**config.mk**
```make
export PLATFORM = sky130hd
export DESIGN_NAME = draw_text_16x16
export DESIGN_NICKNAME = d
export VERILOG_FILES = /design/src/rtl/draw_text_16x16.sv
export SDC_FILE = /design/constraint.sdc
export NUM_CORES = 1
export LEC_CHECK = 0
export BUFFER_PORTS_ARGS = -buffer_cell sky130_fd_sc_hd__buf_2
export CAP_MARGIN = 20
export CORE_MARGIN = 5
export CORE_UTILIZATION = 45
export DETAILED_ROUTE_END_ITERATION = 8
export HOLD_SLACK_MARGIN = 0.03
export PLACE_DENSITY = 0.7
export SETUP_SLACK_MARGIN = 0.05
export SYNTH_ARGS = -nofsm -noshare
export SYNTH_HDL_FRONTEND = slang
export SYNTH_SLANG_ARGS = --single-unit
```
**constraint.sdc**
```tcl
create_clock -name pclk -period 1.55 [get_ports pclk]
set_input_delay 0.0775 -clock pclk [delete_from_list [all_inputs] [get_ports pclk]]
set_output_delay 0.0775 -clock pclk [all_outputs]
set_load 0.01 [all_outputs]
```
**src/rtl/draw_text_16x16.sv**
```systemverilog
// draw_text_16x16
// Overlays a 16x16-cell text box (8x16 px glyphs) on the incoming VGA pixel stream.
// Stage 1 produces the cell address and glyph row for the external character/font ROMs.
// Stage 2 waits for the registered font row to come back.
// Stage 3 composites the glyph pixel over the delayed RGB and blanks it outside the active area.
// Every timing signal is delayed by the same three stages, so hcount/vcount/sync/blank stay
// aligned with rgb_out.

module draw_text_16x16 #(
   parameter logic [10:0] XPOS       = 11'd0,
   parameter logic [10:0] YPOS       = 11'd0,
   parameter logic [11:0] FONT_COLOR = 12'hFFF
) (
   input  logic        pclk,
   input  logic        rst,
   input  logic [10:0] hcount_in,
   input  logic [10:0] vcount_in,
   input  logic        hsync_in,
   input  logic        vsync_in,
   input  logic        hblnk_in,
   input  logic        vblnk_in,
   input  logic [11:0] rgb_in,
   input  logic [7:0]  char_pixels,
   output logic [7:0]  char_xy,
   output logic [3:0]  char_line,
   output logic [10:0] hcount_out,
   output logic [10:0] vcount_out,
   output logic        hsync_out,
   output logic        vsync_out,
   output logic        hblnk_out,
   output logic        vblnk_out,
   output logic [11:0] rgb_out
);

   // Box end coordinates are one bit wider so a box near the raster edge cannot wrap.
   localparam logic [11:0] X_END = {1'b0, XPOS} + 12'd128;
   localparam logic [11:0] Y_END = {1'b0, YPOS} + 12'd256;

   // Selects the glyph pixel for a column; bit 7 of the font row is the leftmost pixel.
   function automatic logic f_glyph_bit(input logic [7:0] row, input logic [2:0] idx);
      logic [2:0] pos;
      pos = 3'd7 - idx;
      return row[pos];
   endfunction

   // Box test and relative coordinates
   logic       w_in_x;
   logic       w_in_y;
   logic       w_in_box;
   logic [6:0] w_rel_x;
   logic [7:0] w_rel_y;

   // Stage 1 next values
   logic [7:0] w_char_xy_next;
   logic [3:0] w_char_line_next;
   logic [2:0] w_bit_idx_next;

   // Stage 1 registers
   logic [7:0]  r_char_xy;
   logic [3:0]  r_char_line;
   logic [2:0]  r_bit_idx1;
   logic        r_in_box1;
   logic [10:0] r_hcount1;
   logic [10:0] r_vcount1;
   logic        r_hsync1;
   logic        r_vsync1;
   logic        r_hblnk1;
   logic        r_vblnk1;
   logic [11:0] r_rgb1;

   // Stage 2 registers
   logic [2:0]  r_bit_idx2;
   logic        r_in_box2;
   logic [10:0] r_hcount2;
   logic [10:0] r_vcount2;
   logic        r_hsync2;
   logic        r_vsync2;
   logic        r_hblnk2;
   logic        r_vblnk2;
   logic [11:0] r_rgb2;

   // Stage 3 (output) registers
   logic [11:0] w_rgb_next;
   logic [10:0] r_hcount3;
   logic [10:0] r_vcount3;
   logic        r_hsync3;
   logic        r_vsync3;
   logic        r_hblnk3;
   logic        r_vblnk3;
   logic [11:0] r_rgb3;

   // Decide whether the current raster position lies inside the visible text box.
   always_comb begin
      // Only the low bits of the offsets are ever used, and low bits of a difference
      // depend only on the low bits of the operands.
      w_rel_x  = hcount_in[6:0] - XPOS[6:0];
      w_rel_y  = vcount_in[7:0] - YPOS[7:0];
      w_in_x   = ({1'b0, hcount_in} >= {1'b0, XPOS}) && ({1'b0, hcount_in} < X_END);
      w_in_y   = ({1'b0, vcount_in} >= {1'b0, YPOS}) && ({1'b0, vcount_in} < Y_END);
      w_in_box = w_in_x && w_in_y && !hblnk_in && !vblnk_in;
   end

   // Form the ROM address and pixel column; outside the box the address parks at cell 0.
   always_comb begin
      w_char_xy_next   = 8'h00;
      w_char_line_next = 4'h0;
      w_bit_idx_next   = w_rel_x[2:0];
      if (w_in_box) begin
         w_char_xy_next   = {w_rel_y[7:4], w_rel_x[6:3]};
         w_char_line_next = w_rel_y[3:0];
      end else begin
         w_char_xy_next   = 8'h00;
         w_char_line_next = 4'h0;
      end
   end

   // Stage 1: register ROM address, pixel column and the raw timing/colour inputs.
   always_ff @(posedge pclk) begin
      if (rst) begin
         r_char_xy   <= 8'h00;
         r_char_line <= 4'h0;
         r_bit_idx1  <= 3'd0;
         r_in_box1   <= 1'b0;
         r_hcount1   <= 11'd0;
         r_vcount1   <= 11'd0;
         r_hsync1    <= 1'b0;
         r_vsync1    <= 1'b0;
         r_hblnk1    <= 1'b0;
         r_vblnk1    <= 1'b0;
         r_rgb1      <= 12'h000;
      end else begin
         r_char_xy   <= w_char_xy_next;
         r_char_line <= w_char_line_next;
         r_bit_idx1  <= w_bit_idx_next;
         r_in_box1   <= w_in_box;
         r_hcount1   <= hcount_in;
         r_vcount1   <= vcount_in;
         r_hsync1    <= hsync_in;
         r_vsync1    <= vsync_in;
         r_hblnk1    <= hblnk_in;
         r_vblnk1    <= vblnk_in;
         r_rgb1      <= rgb_in;
      end
   end

   // Stage 2: hold everything one more cycle while the font ROM register fills.
   always_ff @(posedge pclk) begin
      if (rst) begin
         r_bit_idx2 <= 3'd0;
         r_in_box2  <= 1'b0;
         r_hcount2  <= 11'd0;
         r_vcount2  <= 11'd0;
         r_hsync2   <= 1'b0;
         r_vsync2   <= 1'b0;
         r_hblnk2   <= 1'b0;
         r_vblnk2   <= 1'b0;
         r_rgb2     <= 12'h000;
      end else begin
         r_bit_idx2 <= r_bit_idx1;
         r_in_box2  <= r_in_box1;
         r_hcount2  <= r_hcount1;
         r_vcount2  <= r_vcount1;
         r_hsync2   <= r_hsync1;
         r_vsync2   <= r_vsync1;
         r_hblnk2   <= r_hblnk1;
         r_vblnk2   <= r_vblnk1;
         r_rgb2     <= r_rgb1;
      end
   end

   // Composite: blanking wins, then a set glyph pixel inside the box, else pass-through.
   always_comb begin
      w_rgb_next = 12'h000;
      if (r_hblnk2 || r_vblnk2) begin
         w_rgb_next = 12'h000;
      end else if (r_in_box2 && f_glyph_bit(char_pixels, r_bit_idx2)) begin
         w_rgb_next = FONT_COLOR;
      end else begin
         w_rgb_next = r_rgb2;
      end
   end

   // Stage 3: register the composited colour and the aligned timing outputs.
   always_ff @(posedge pclk) begin
      if (rst) begin
         r_hcount3 <= 11'd0;
         r_vcount3 <= 11'd0;
         r_hsync3  <= 1'b0;
         r_vsync3  <= 1'b0;
         r_hblnk3  <= 1'b0;
         r_vblnk3  <= 1'b0;
         r_rgb3    <= 12'h000;
      end else begin
         r_hcount3 <= r_hcount2;
         r_vcount3 <= r_vcount2;
         r_hsync3  <= r_hsync2;
         r_vsync3  <= r_vsync2;
         r_hblnk3  <= r_hblnk2;
         r_vblnk3  <= r_vblnk2;
         r_rgb3    <= w_rgb_next;
      end
   end

   assign char_xy    = r_char_xy;
   assign char_line  = r_char_line;
   assign hcount_out = r_hcount3;
   assign vcount_out = r_vcount3;
   assign hsync_out  = r_hsync3;
   assign vsync_out  = r_vsync3;
   assign hblnk_out  = r_hblnk3;
   assign vblnk_out  = r_vblnk3;
   assign rgb_out    = r_rgb3;

endmodule

```
Yosys cells after proc, flatten, opt, wreduce, memory -nomap -nowiden:

Cells that the tools add are included.

* add/sub/neg operators: 1
* magnitude comparators: 3
* multiplexer cells: 3
* bitwise operators: 1
* reductions and logical operators: 9

Operators with widths (count)
* $mux W12: 1
* $lt A11 B8 Y1 const B: 1
* $lt A11 B9 Y1 const B: 1
* $logic_and A1 B1 Y1: 4
* $lt A3 B4 Y1 const B: 1
* $reduce_or A2 Y1: 2
* $bmux W1 S3: 1
* $sub A3 B3 Y3 const A: 1
* $logic_not A1 Y1: 2
* $logic_or A1 B1 Y1: 1
* $mux W1: 1
* $not A1 Y1: 1

* bits in registers: 134
* bits of input ports: 48
* output and inout port bits: 50
* logic and storage cells: 44

Depth between registers and ports, before layout:

Gate-level depths: netlist (run 1).

* word-level depth: 6
* gate-level depth with buffers: 4
* gate-level depth less buffers: 3

Worst setup path before layout (run 1):

No wires, ideal clock.

* path kind: reg-to-reg
* from: register r_bit_idx2[0]
* to: register r_rgb3[10] (netlist: rgb_out[10])
* setup time: 119 ps
* data arrival time: 1258 ps
* required time: 1431 ps
* slack: 172 ps
* cell stages (with the launch flop): 5
* buffers on the path: 1
* clock period less this slack: 1378 ps
* cells stage by stage: dfxtp_1 > mux4_2 > buf_2 > o21ai_1 > a21oi_1

* cells in the longest elaborated chain, start to end: 5

Ends and longest elaborated chain
* start, declared: RTL line 72 `logic [2:0] r_bit_idx2;`
* start signal, assigned: RTL line 159 `r_bit_idx2 <= r_bit_idx1;`
* $sub A3 B3 Y3: RTL line 42 `pos = 3'd7 - idx;`
* $bmux W1 S3: RTL line 43 `return row[pos];`
* $mux W1 (not written as such): RTL line 43
* $logic_and A1 B1 Y1: RTL line 176 `end else if (r_in_box2 && f_glyph_bit(char_pixels, r_bit_idx2)) begin`
* $mux W12: RTL line 176
* end signal, assigned: RTL line 200 `r_rgb3 <= w_rgb_next;`
* end, declared: RTL line 90 `logic [11:0] r_rgb3;`

No other way between the ends. The select of a mux whose other input is x is not followed.
A chain may end at the register's enable or synchronous reset.

Worst setup path in the final report (run 1):

* from: register r_bit_idx2[0]
* to: register r_rgb3[1] (netlist: rgb_out[1])

Same word-level chain as after synthesis.

==> metrics.txt, run 1 <==
status=completed; xor and xnor area share after synthesis=0%; syn_area_per_cell=11.7 µm²; Switching Share=roughly a fifth; Cell Pwr Density=1470 nW/µm²; Mapped Cells=about 320; WHS=0.0952 ns; fin nets=~510; synth unique cells=20; area grow syn2layout=44.0%; sequential share of power=43.7%; Yosys Warn Count=0; Layout Cells excl Fill=581; antenna-violating nets left=0; Worst R2R Path Depth=4; DP Area=roughly 4300 µm²; Mapped Area=3710 µm²; vias=2454; fin. max-slew vios=0; sequential area share after synthesis=69.1%; clock latency on the worst-skew pair=around 0.5 ns; post-detail-place hpwl=4380 µm; final worst setup slack=about 0.16 ns; fraction of registers with async set/reset=0%; fin area=5340 µm²; post-CTS resize count=0; Hold Vio Cnt, Final=0; GRT Total Usage=approximately 14%; DP Worst Slack=0.159 ns; CTS Sinks=128; Starting Density=between 40% and 50%; TritonCTS clock tree=yes; Synth Area in Simple Gates=between 20% and 30%; mux contribution to synthesized area=1.15%; Peak Freq=722 MHz; Internal=6.32 mW; Leakage=2.36 nW; # IOs=roughly 100; Final period util=89.4%; die span in y=101 µm; Final Skew=0.00665 ns; Hold Crit Class=input pin to flip-flop; Num CTS Buffers=17; # placed instances=a little over 500; initial antenna violation count=0; Util after Layout=65.6%; port buffer count=97; Net Switching=1.55 mW; DRC violations left=0; area share of fa/ha/maj cells after synthesis=0%; Remaining Overflow, GRT=0; CP endpoint kind=flip-flop; Crit Path Class=flip-flop to flip-flop; DRT iter0 DRCs=57; DRT Pass-1 Iters=4; Slew HR=73.3%; slew at the pin closest to its max-slew limit=between 0.4 and 0.5 ns; combinational fraction of design power=approximately 4.7%; WP data required=1.96 ns; Clock Tree Root=clkbuf_8; Die ar.=10200 µm²; post-synthesis compound-gate area fraction=about 3.5%; core footprint=8130 µm²; largest family of logic cells by synthesized area=simple AND/OR/NAND/NOR gates; ys flop type=dfxtp_1; syn nets=366; clock share of power=between 50% and 60%; Site Rows=33; largest net degree at the start of global routing=69; global-route wire length before repair=11100 µm; Max Cap Viol=0; EDFF count, synth=0; final wirelength=around 6700 µm; hold path startpoint=rst; r2r endpoint=rgb_out[1]; reg-to-reg critical path startpoint=r_bit_idx2[0]; WHS Endpoint=r_vcount1[9]; Tot Pwr=7.87 mW; maximum clock path buffer count=2; chip width=101 µm; Synth Register Bits=128; fin crit period=~1.4 ns; Hold Path Stages=3; internal reg-to-reg setup slack=around 0.16 ns; RSZ-0062 raised after global routing=false; Worst-path clk slew=~0.060 ns; Placer Congestion=0.681; share of layout cells above drive strength 1=29.0%; setup violators final=0; Via density=4.22; worst path arrival time=roughly 1.8 ns; post-route setup TNS=0 ns; startpoint types=flip-flop; Inserted Diodes=0; via count of the first global-routing pass=about 2500; drt wl/cell=11.5 µm; Critical Path Fanout Max=12; CTS H-Tree Depth=4; VDD IR max=0.908 mV
[how the worst max path moves through the flow]
stage | from | end | slack (ns) | cells after the start
2_1_floorplan | r_bit_idx2[0] | rgb_out[10] | 0.17 | 4
3_3_place_gp | r_bit_idx2[0] | rgb_out[3] | 0.19 | 4
3_5_place_dp | vcount_in[9] | char_xy[4] | 0.16 | 5
4_1_cts | r_bit_idx2[0] | rgb_out[1] | 0.16 | 4
5_1_grt | r_bit_idx2[0] | rgb_out[8] | 0.08 | 3
6_report | r_bit_idx2[0] | rgb_out[1] | 0.16 | 4
[power groups by stage]
stage	clock (mW)	sequential, mW	combinational (mW)
5_1_grt	4.32	3.45	0.414
6_report	4.06	3.44	0.372
3_3_place_gp	0	3.51	0.291
2_1_floorplan	0	3.52	0.157
3_5_place_dp	0	3.51	0.299
4_1_cts	4.15	3.44	0.376
[metal layers]
metal | routed length [µm] | vias up | share of wire [%] | GRT usage (%)
met5 | 0 | - | 0 | 0
met4 | 65 | 0 | 0.97 | 6.01
met3 | 601 | 8 | 9.0 | 7.06
met2 | 3320 | 77 | 50 | 23.9
met1 | 2710 | 1094 | 41 | 14.8
li1 | - | 1275 | - | -
[cell usage after synthesis, types with 2 or more instances]
library cell	number	area (µm²)
buf_2	2	10.0
clkbuf_1	9	33.8
dfxtp_1	128	2560
o21ai_1	12	60.1
mux2i_1	2	20.0
buf_1	4	15.0
a21oi_1	12	60.1
nand2b_1	12	75.1
nor2b_1	103	644
and2_1	12	75.1
inv_1	13	48.8
[what timing repair did]
item / in CTS / in global routing
hold buffers: 40 / 0
setup buffers: 0 / 0
hold endpoints to repair: 51 / 0
[state kept, by name (all words and copies together) (netlist names), 2 cells and up]
signal / count
r_vcount1: 11
r_rgb1: 12
char_xy: 8
hcount_out: 11
r_bit_idx1: 2
r_rgb2: 12
r_vcount2: 11
char_line: 4
r_hcount1: 9
rgb_out: 12
vcount_out: 11
r_hcount2: 9
r_bit_idx2: 2
[layout make-up]
type | count | area (µm²)
clock inverter | 12 | 183
tap | 105 | 131
inverter | 13 | 48.8
fill | 606 | 2800
multi-input combinational | 161 | 1020
timing repair buffer | 143 | 946
clock buffer | 19 | 442
sequential | 128 | 2560
[worst max-delay path: stages, from the launching register on]
cell and delay, ns:
dfxtp_1 0.32, buf_4 0.15, mux2i_1 0.12, a221o_1 0.51, a21oi_1 0.22
[cell usage in the layout (no fill, tap or decap)]
cell type	n
clkbuf_16	16
inv_1	13
mux4_2	1
clkinv_2	1
nand2b_1	12
bufinv_16	4
nor2b_2	1
clkinv_4	3
nor3_1	1
clkbuf_8	3
buf_4	6
nor2b_1	103
dfxtp_1	128
and2_1	12
mux2i_1	2
clkinvlp_4	3
nor4_4	1
inv_6	1
a21oi_1	12
o21ai_1	12
nor2_1	1
or4_1	1
buf_2	96
dlygate4sd3_1	40
a221o_1	1
buf_12	1
or4_4	1
[cell families (layout without fill, tap and decap cells)]
group	after synthesis	in the layout
and+or+nand+nor	133	133
DFF	128	128
buffers and inverters	29	187
AOI/OAI and AO/OA	25	25
muxes	3	3
Note: power is estimated with default switching activity, not from simulation.
==> run 2, diff against run 1 <==
--- a/config.mk
+++ b/config.mk
@@ -5,9 +5,9 @@
 export SDC_FILE = /design/constraint.sdc
 export NUM_CORES = 1
 export LEC_CHECK = 0
+export ABC_AREA = 1
 export BUFFER_PORTS_ARGS = -buffer_cell sky130_fd_sc_hd__buf_2
 export CAP_MARGIN = 20
-export CORE_MARGIN = 5
 export CORE_UTILIZATION = 45
 export DETAILED_ROUTE_END_ITERATION = 8
 export HOLD_SLACK_MARGIN = 0.03
==> metrics.txt, run 2 <==
CTS H-Tree Depth=4; # IOs=between 90 and 100; DRC violations left=0; top-count cell post-synth=dfxtp_1; Slew HR=between 70% and 80%; Tot Pwr=7.87 mW; EDFF count, synth=0; Max Cap Viol=0; syn_area_per_cell=approximately 9.1 µm²; share of the synthesized area in the top cell type=between 60% and 70%; Placer Congestion=between 0.7 and 0.8; Hold Vio Cnt, Final=0; Peak Freq=766 MHz; Worst-path clk slew=approximately 0.06 ns; Inserted Diodes=0; Mapped Cells=approximately 420; r2r endpoint=rgb_out[7]; area grow syn2layout=42.4%; fin. max-slew vios=0; DRT Pass-1 Iters=4; global-route wire length before repair=10900 µm; vias=2679; CP endpoint kind=flip-flop; Via density=a little under 4; worst path arrival time=1.73 ns; Synth top cells by count=128 x dfxtp_1, 117 x inv_1, 107 x nor2_1; Num CTS Buffers=17; Leakage=2.68 nW; commonest non-fill, non-tap cells in the layout=128 x dfxtp_1, 117 x inv_1, 105 x nor2_1, 96 x buf_2, 39 x dlygate4sd3_1; internal reg-to-reg setup slack=0.24 ns; status=completed; initial antenna violation count=0; GRT Total Usage=16.5%; Final period util=84.3%; via count of the first global-routing pass=between 2000 and 3000; startpoint types=flip-flop; Critical Path End=rgb_out[7]; chip width=93.6 µm; CTS Sinks=roughly 130; Cell Pwr Density=1470 nW/µm²; commonest non-fill, non-tap cell in the layout=dfxtp_1; clock latency on the worst-skew pair=approximately 0.49 ns; ys flop type=dfxtp_1; VDD IR max=~0.9 mV; Starting Density=between 40 and 50%; die span in y=roughly 94 µm; Site Rows=33; Hold Crit Class=input pin to flip-flop; Final Skew=0.00572 ns; drt wl/cell=between 9 and 10 µm; Worst R2R Path Depth=6; core footprint=approximately 8200 µm²; fin nets=606; fraction of registers with async set/reset=0%; final wirelength=about 6600 µm; RSZ-0062 raised after global routing=false; top post-synthesis cells by area=dfxtp_1 68%, inv_1 12%, nor2_1 11%, a21oi_2 2.3%, nor2_2 1.8%; port buffer count=97; fin crit period=1.31 ns; Crit Path Class=flip-flop to flip-flop; antenna-violating nets left=0; largest net degree at the start of global routing=104; WP data required=about 2.0 ns; Die ar.=8760 µm²; post-detail-place hpwl=between 3000 and 4000 µm; sequential area share after synthesis=about two thirds; filler cell count=653; share of layout cells above drive strength 1=between 20% and 30%; Yosys Warn Count=0; syn nets=roughly 460; worst setup path start=r_bit_idx2[0]; Remaining Overflow, GRT=0; synth unique cells=14; Mapped Area=3770 µm²; reg-to-reg critical path startpoint=r_bit_idx2[0]; TritonCTS clock tree=yes; maximum clock path buffer count=2; Synth Register Bits=128; slew at the pin closest to its max-slew limit=0.419 ns; Yosys top cell by area=dfxtp_1; DRT iter0 DRCs=slightly above 100; Critical Path Fanout Max=12; post-route setup TNS=0 ns; setup violators final=0; Clock Tree Root=clkbuf_8
run 2: cell count changes after synthesis, sizes merged, moves of 2 or more:
cell,delta
nand2,+10
nor2b,-104
clkbuf,-5
nand2b,-12
nor2,+117
or4,-2
nand4,+2
nand3,+7
mux2i,-2
buf,+4
o21ai,-12
inv,+110
and2,-12
run 2: kinds of logic after synthesis:
| group | share of synthesized area, % |
|---|---|
| and+or+nand+nor | 15.1 |
| AOI/OAI and AO/OA | 2.59 |
| DFF | 67.9 |
| buffers and inverters | 14.4 |
run 2: area by class of cell:
cell class	count	area [µm²]	area share [%]
Inverter	123	467	8.68
Timing Repair Buffer	138	906	16.9
Sequential cell	128	2560	47.7
Timing Repair inverter	1	6.26	0.116
Clock inverter	13	186	3.47
Clock buffer	19	432	8.03
Multi-Input combinational cell	149	683	12.7
Tap cell	105	131	2.44
run 2: routing by layer:
metal / global-route usage (%) / share of wire, % / up-vias / wire, µm
li1: - / - / 1430 / -
met1: 16.0 / 42 / 1157 / 2790
met2: 29.5 / 50 / 82 / 3290
met3: 7.64 / 6.2 / 10 / 410
met4: 7.69 / 1.5 / 0 / 99
met5: 0 / 0 / - / 0
run 2: how the worst min path moves through the flow:
stage,start,endpoint,slack [ns],cells after the start
final,char_pixels[7],rgb_out[4],0.30,7
after global routing,char_pixels[3],rgb_out[5],0.31,7
after CTS,char_pixels[7],rgb_out[2],0.28,7
after detailed placement,rgb_in[9],r_rgb1[9],0.29,3
after global placement,rgb_in[0],r_rgb1[0],0.28,3
after floorplan,hcount_in[0],r_bit_idx1[0],0.18,2
run 2: per-stage QoR:
stage | area [µm²] | cells | setup WS [ns] | util [%] | hold slack, ns
after global placement | 4340 | 604 | 0.338 | 53.1 | 0.280
after detailed placement | 4340 | 604 | 0.251 | 53.1 | 0.286
after floorplan | 3770 | 415 | 0.509 | - | 0.184
after global routing | 5370 | 676 | 0.110 | 65.7 | 0.313
final | 5370 | 676 | 0.244 | 65.7 | 0.295
after CTS | 5360 | 676 | 0.114 | 65.5 | 0.275
run 2: what timing repair did:
| action | 4_1_cts | 5_1_grt |
|---|---|---|
| setup buffers | 0 | 0 |
| resized for setup | 0 | 8 |
| hold buffers | 40 | 0 |
| endpoints found under the hold margin | 51 | 0 |
| endpoints found under the setup margin | 0 | 12 |
run 2: critical path, stage by stage, from the launching register on:
cell     delay [ns]
dfxtp_1        0.41
inv_2          0.08
nand2_1        0.07
nand3_1        0.08
nand3_2        0.08
nand3_2        0.28
a21oi_2        0.23
run 2: power by group:
group	internal, mW	leakage, nW	total [mW]	switching [mW]
Sequential	3.41	1.05	3.44	0.0297
Clock	2.66	0.290	4.06	1.40
Combinational	0.186	1.34	0.372	0.186
Total	6.25	2.68	7.87	1.62
